`src/rtl/irq_reset_ctrl.sv`:
```
// CPU reset sequencer plus N-source 68000 interrupt priority encoder.
// Sources are synchronised, optionally edge-latched, masked and encoded onto _IPL.
module irq_reset_ctrl #(
    parameter int unsigned               NUM_SRC      = 4,
    parameter logic [3*NUM_SRC-1:0]      SRC_LEVEL    = {3'd1, 3'd4, 3'd5, 3'd6},
    parameter logic [NUM_SRC-1:0]        EDGE_MODE    = '0,
    parameter int unsigned               RESET_CYCLES = 800000,
    parameter int unsigned               CNT_W        = 20
) (
    input  logic               clk,
    input  logic               reset,
    input  logic               cep,
    input  logic               soft_reset,
    output logic               cpu_reset_n,
    input  logic [NUM_SRC-1:0] irq_n,
    input  logic               mask_we,
    input  logic [NUM_SRC-1:0] mask_wdata,
    output logic [NUM_SRC-1:0] mask,
    output logic [NUM_SRC-1:0] pending,
    input  logic               iack,
    input  logic [2:0]         iack_level,
    output logic [2:0]         ipl_n
);

    localparam int unsigned LVL_W = 3;

    logic [CNT_W-1:0]   r_cnt;
    logic               r_cpu_reset_n;
    logic [NUM_SRC-1:0] r_s1;
    logic [NUM_SRC-1:0] r_s2;
    logic [NUM_SRC-1:0] r_s3;
    logic [NUM_SRC-1:0] r_latch;
    logic [NUM_SRC-1:0] r_mask;
    logic [LVL_W-1:0]   r_ipl_n;

    logic               w_hold;
    logic [NUM_SRC-1:0] w_set;
    logic [NUM_SRC-1:0] w_clr;
    logic               w_clr_found;
    logic [NUM_SRC-1:0] w_pending;
    logic [LVL_W-1:0]   w_max_lvl;

    // Interrupt state is held inert during any reset request or while the CPU is in reset.
    assign w_hold = reset | soft_reset | ~r_cpu_reset_n;

    // Reset counter: reload on reset/soft_reset, count down on cep ticks.
    always_ff @(posedge clk) begin
        if (reset || soft_reset) begin
            r_cnt         <= CNT_W'(RESET_CYCLES);
            r_cpu_reset_n <= 1'b0;
        end else begin
            if (cep && (r_cnt != '0)) begin
                r_cnt <= r_cnt - CNT_W'(1);
            end
            r_cpu_reset_n <= (r_cnt == '0);
        end
    end

    // Two-flop synchroniser plus one history flop for falling-edge detection.
    always_ff @(posedge clk) begin
        if (reset) begin
            r_s1 <= '1;
            r_s2 <= '1;
            r_s3 <= '1;
        end else begin
            r_s1 <= irq_n;
            r_s2 <= r_s1;
            r_s3 <= r_s2;
        end
    end

    assign w_set = EDGE_MODE & r_s3 & ~r_s2;

    // Acknowledge clears only the lowest-index set edge latch at the acknowledged level.
    always_comb begin
        w_clr       = '0;
        w_clr_found = 1'b0;
        for (int unsigned i = 0; i < NUM_SRC; i++) begin
            if (iack && EDGE_MODE[i] && r_latch[i] && !w_clr_found &&
                (iack_level == SRC_LEVEL[LVL_W*i +: LVL_W])) begin
                w_clr[i]    = 1'b1;
                w_clr_found = 1'b1;
            end
        end
    end

    // Edge latches: a new edge in the same cycle as its clear keeps the latch set.
    always_ff @(posedge clk) begin
        if (w_hold) begin
            r_latch <= '0;
        end else begin
            r_latch <= (r_latch & ~w_clr) | w_set;
        end
    end

    always_ff @(posedge clk) begin
        if (w_hold) begin
            r_mask <= '1;
        end else if (mask_we) begin
            r_mask <= mask_wdata;
        end
    end

    assign w_pending = (EDGE_MODE & r_latch) | (~EDGE_MODE & ~r_s2);

    // Highest enabled level wins; level 0 never exceeds the zero default, so disabled sources drop out.
    always_comb begin
        w_max_lvl = '0;
        for (int unsigned i = 0; i < NUM_SRC; i++) begin
            if (w_pending[i] && r_mask[i] &&
                (SRC_LEVEL[LVL_W*i +: LVL_W] > w_max_lvl)) begin
                w_max_lvl = SRC_LEVEL[LVL_W*i +: LVL_W];
            end
        end
    end

    always_ff @(posedge clk) begin
        if (w_hold) begin
            r_ipl_n <= '1;
        end else begin
            r_ipl_n <= ~w_max_lvl;
        end
    end

    assign cpu_reset_n = r_cpu_reset_n;
    assign mask        = r_mask;
    assign pending     = w_pending;
    assign ipl_n       = r_ipl_n;

endmodule
```
`config.mk`:
```
export PLATFORM = sky130hd
export DESIGN_NAME = irq_reset_ctrl
export DESIGN_NICKNAME = d
export VERILOG_FILES = /design/src/rtl/irq_reset_ctrl.sv
export SDC_FILE = /design/constraint.sdc
export NUM_CORES = 1
export LEC_CHECK = 0
export BUFFER_PORTS_ARGS = -buffer_cell sky130_fd_sc_hd__clkbuf_2
export CAP_MARGIN = 10
export CORE_ASPECT_RATIO = 0.9
export CORE_MARGIN = 1.5
export CORE_UTILIZATION = 55
export DETAILED_ROUTE_END_ITERATION = 16
export GPL_TIMING_DRIVEN = 0
export PLACE_DENSITY = 0.78
export SLEW_MARGIN = 10
export SYNTH_ARGS = -nofsm -noshare
export SYNTH_HDL_FRONTEND = slang
export SYNTH_SLANG_ARGS = --single-unit
```
`constraint.sdc`:
```
create_clock -name clk -period 3.95 [get_ports clk]
set_input_delay 0.79 -clock clk [delete_from_list [all_inputs] [get_ports clk]]
set_output_delay 0.79 -clock clk [all_outputs]
set_load 0.02 [all_outputs]
```
==> impl_metrics.csv <==
group,metric,value,unit
logic_synthesis,syn_avg_cell_area,9.25,um^2
placement,gp_congestion,0.828,
critical_path,crit_slowest_cell,"a2111oi_2",
routing,wl_met2,1860,um
logic_synthesis,synth_area,1720,um^2
placement,hpwlAfterDp,2800,um
cts,cts_tree,"done",
timing,hold_slack,0.426,ns
routing,antenna_left,0,
cells_and_area,area_delta_synth_final,14.4,%
critical_path,path_max_fanout,6,
timing,fin_tns_setup,0,ns
critical_path,criticalPathCategory,"in -> reg",
cts,h-tree-depth,2,
critical_path,worstPathBufferInverterCount,1,
cells_and_area,antenna_cells,0,
global_routing,grt_pass1_wl,6400,um
logic_synthesis,synth.area.top_cells,"dfxtp_1 42%, mux2i_1 6.4%, nand2_1 4.8%, or2_2 3.6%, a2111o_1 3.3%",
timing,slew-limit-headroom,0.528,
timing,worst_slew_pin_slew,0.705,ns
timing,fin_crit_sh,0.529,
floorplanning,die_area,3470,um^2
cts,root_buffer,"clkbuf_4",
routing,wl_met3,202,um
worst_hold_path,worstHoldPathCells,1,
critical_path,reg2reg_slack,2.00,ns
critical_path,cp-start-kind,"input port",
timing,period_needed,2.09,ns
logic_synthesis,synth-edff-count,0,
cts,clock-sinks,36,
critical_path,critPathRequiredTime,4.24,ns
timing,hold_viol,0,
cts,cts_buffers,5,
routing,firstDrtPassIters,4,
logic_synthesis,synth_ff_type,"dfxtp_1",
cells_and_area,multiInputGateArea,921,um^2
power_and_ir_drop,power_density,360,nW/um^2
cells_and_area,layout.nets,235,
placement,portBuffers,23,
global_routing,first_global_vias,1408,
outcome,status,"finished clean",
routing,first_iter_violations,68,
cts,holdBufCountCts,0,
critical_path,reg2reg_to,"r_cnt[1]",
logic_synthesis,synth_cell_type_count,44,
critical_path,path_cells,"clkbuf_2 -> nor3b_1 -> nand4_1 -> a2111oi_2 -> mux2i_1",
floorplanning,io-pin-count,29,
worst_hold_path,whs_endpoint,"r_s2[3]",
logic_synthesis,synth_top_area_share,0.419,
critical_path,crit_family,"simple AND/OR/NAND/NOR gates",
cts,postCtsSetupRepairBufs,0,
cells_and_area,nFillCells,261,
routing,top_layer,"met4",
floorplanning,start_util,0.570,
logic_synthesis,synth_seq_cells,36,
logic_synthesis,synthCells,186,
cells_and_area,final-seq-area,721,um^2
global_routing,grt_max_degree,13,
cts,cts.clk_slew.worst_paths,0.12,ns
flow_run,cap_violations,0,
global_routing,grt_overflow,0,
logic_synthesis,async_flop_share,0,
routing,vias_per_cell,5.92,
routing,drc_errors,0,
critical_path,worst_r2r_path_depth,6,
critical_path,rr_startpoint,"r_cnt[19]",
critical_path,crit_cells,5,
global_routing,antenna_found_initial,0,
floorplanning,coreArea,3020,um^2
critical_path,cpPeakStageDelay,0.51,ns
critical_path,cp-end-kind,"register",
routing,wl_per_cell,14.5,um
power_and_ir_drop,vdd_drop_max,0.297,mV
cells_and_area,drive_gt1_frac,0.258,
logic_synthesis,yosys.area.top_type,"dfxtp_1",
cts,clock_latency,0.35,ns
worst_hold_path,min_path_type,"reg -> reg",
global_routing,track_usage,0.246,
routing,num_vias,1534,
floorplanning,row_count,19,
timing,slew_violations,0,
floorplanning,die_h,56.1,um
power_and_ir_drop,p_leak,0.770,nW
routing,wl_met1,1640,um
timing,max_clock_freq,0.478,GHz
timing,finalSetupViolCount,0,
logic_synthesis,ys.warnings.count,0,
critical_path,crit_arrival,2.38,ns
worst_hold_path,hold_start,"r_s1[3]",
logic_synthesis,syn_nets,205,
cts,post_cts_resize_count,0,
routing,drt_wl_total,3750,um
timing,rsz0062_at_grt,"false",
logic_synthesis,ys_seq_area_frac,0.419,
cts,clockBufferDepth,2,
timing,clock_skew,0.0117,ns
floorplanning,die_w,62.0,um
==> worst max path at each step <==
stage / startpoint / end
finish: cep / r_cnt[13]
global placement: cep / r_cnt[13]
floorplan: cep / r_cnt[13]
detailed placement: cep / r_cnt[13]
CTS: cep / r_cnt[13]
global route: cep / r_cnt[13]
==> cell usage in the layout (no fill, tap or decap), drive strengths merged <==
cell | netlist | routed
o31ai | 1 | 1
clkinvlp | 0 | 1
a21o | 1 | 1
a41oi | 1 | 1
o21ai | 8 | 8
and3 | 1 | 1
a2111o | 5 | 5
or3b | 1 | 1
a311oi | 1 | 1
and4 | 3 | 3
clkinv | 0 | 1
nor4 | 5 | 5
a41o | 1 | 1
and2 | 4 | 4
nand3 | 3 | 3
bufinv | 0 | 1
a31oi | 3 | 3
nand3b | 1 | 1
a2111oi | 6 | 6
nor3 | 4 | 4
nand2 | 22 | 22
nor2 | 8 | 8
nand4 | 4 | 4
clkbuf | 4 | 32
a21oi | 9 | 9
o211ai | 1 | 1
mux2i | 11 | 11
buf | 5 | 5
or2 | 10 | 10
nor2b | 2 | 2
nor3b | 2 | 2
dfxtp | 36 | 36
ha | 2 | 2
a211oi | 2 | 2
o2111ai | 1 | 1
or4 | 1 | 1
o221ai | 1 | 1
inv | 9 | 9
or3 | 7 | 7
==> area by class of cell <==
| type | count | share of cell area |
|---|---|---|
| Multi-Input combinational cell | 132 | 0.468 |
| Sequential cell | 36 | 0.366 |
| Timing Repair Buffer | 23 | 0.0585 |
| Tap cell | 42 | 0.0267 |
| Buffer | 9 | 0.0229 |
| Clock inverter | 3 | 0.0216 |
| Clock buffer | 5 | 0.0191 |
| Inverter | 9 | 0.0172 |
==> metal layers <==
metal | vias to the layer above | global-route usage
li1 | 748 | -
met1 | 729 | 0.336
met2 | 52 | 0.365
met3 | 5 | 0.0767
met4 | 0 | 0.0821
met5 | - | 0
==> worst reg2reg max path, cell delays in order, from the launching register on <==
cell	delay, ns
dfxtp_1	0.35
nor4_2	0.50
and4_1	0.24
buf_2	0.21
buf_2	0.26
a21oi_1	0.11
a211oi_2	0.19
==> cell usage after synthesis (2+ instances only) <==
library cell	count
dfxtp_1	36
nand2_1	22
mux2i_1	11
or2_2	10
a21oi_1	9
inv_1	9
nor2_1	8
o21ai_0	8
or3_1	7
a2111o_1	5
and2_1	4
clkbuf_1	4
nand4_1	4
a2111oi_0	3
a2111oi_2	3
a31oi_1	3
and4_1	3
buf_2	3
nand3_1	3
ha_1	2
nor2b_1	2
nor3_1	2
nor3b_1	2
nor4_1	2
nor4_2	2
==> power breakdown <==
group	internal [mW]	leakage, nW	switching, mW
combinational	0.0279	0.435	0.0383
clock	0.132	0.0412	0.130
sequential	0.372	0.294	0.00821
total	0.532	0.770	0.177
==> stage by stage <==
step            util  area (um^2)  total power, mW  setup WS [ns]  std cells
2_1_floorplan      -         1720            0.433           1.96        186
3_3_place_gp   0.625         1890            0.450           1.61        251
3_5_place_dp   0.625         1890            0.454           1.51        251
4_1_cts        0.652         1970            0.714           1.87        259
5_1_grt        0.652         1970            0.743           1.77        259
6_report       0.652         1970            0.709           1.86        259
==> kinds of logic (layout without fill, tap and decap cells) <==
kind of cell / after synthesis / count (layout) / share of synthesized area
adder cells (fa/ha/maj): 2 / 2 / 0.0145
multiplexers: 11 / 11 / 0.0640
flip-flops: 36 / 36 / 0.419
buffers and inverters: 18 / 49 / 0.0458
AND/OR/NAND/NOR: 78 / 78 / 0.271
AO/OA/AOI/OAI: 41 / 41 / 0.185
==> state kept, by name (all words and copies together), names as in the netlist <==
register,count
r_s2,4
cpu_reset_n,1
r_s1,4
ipl_n,3
mask,4
r_cnt,20
No activity file was read; power rests on OpenSTA's default activity.
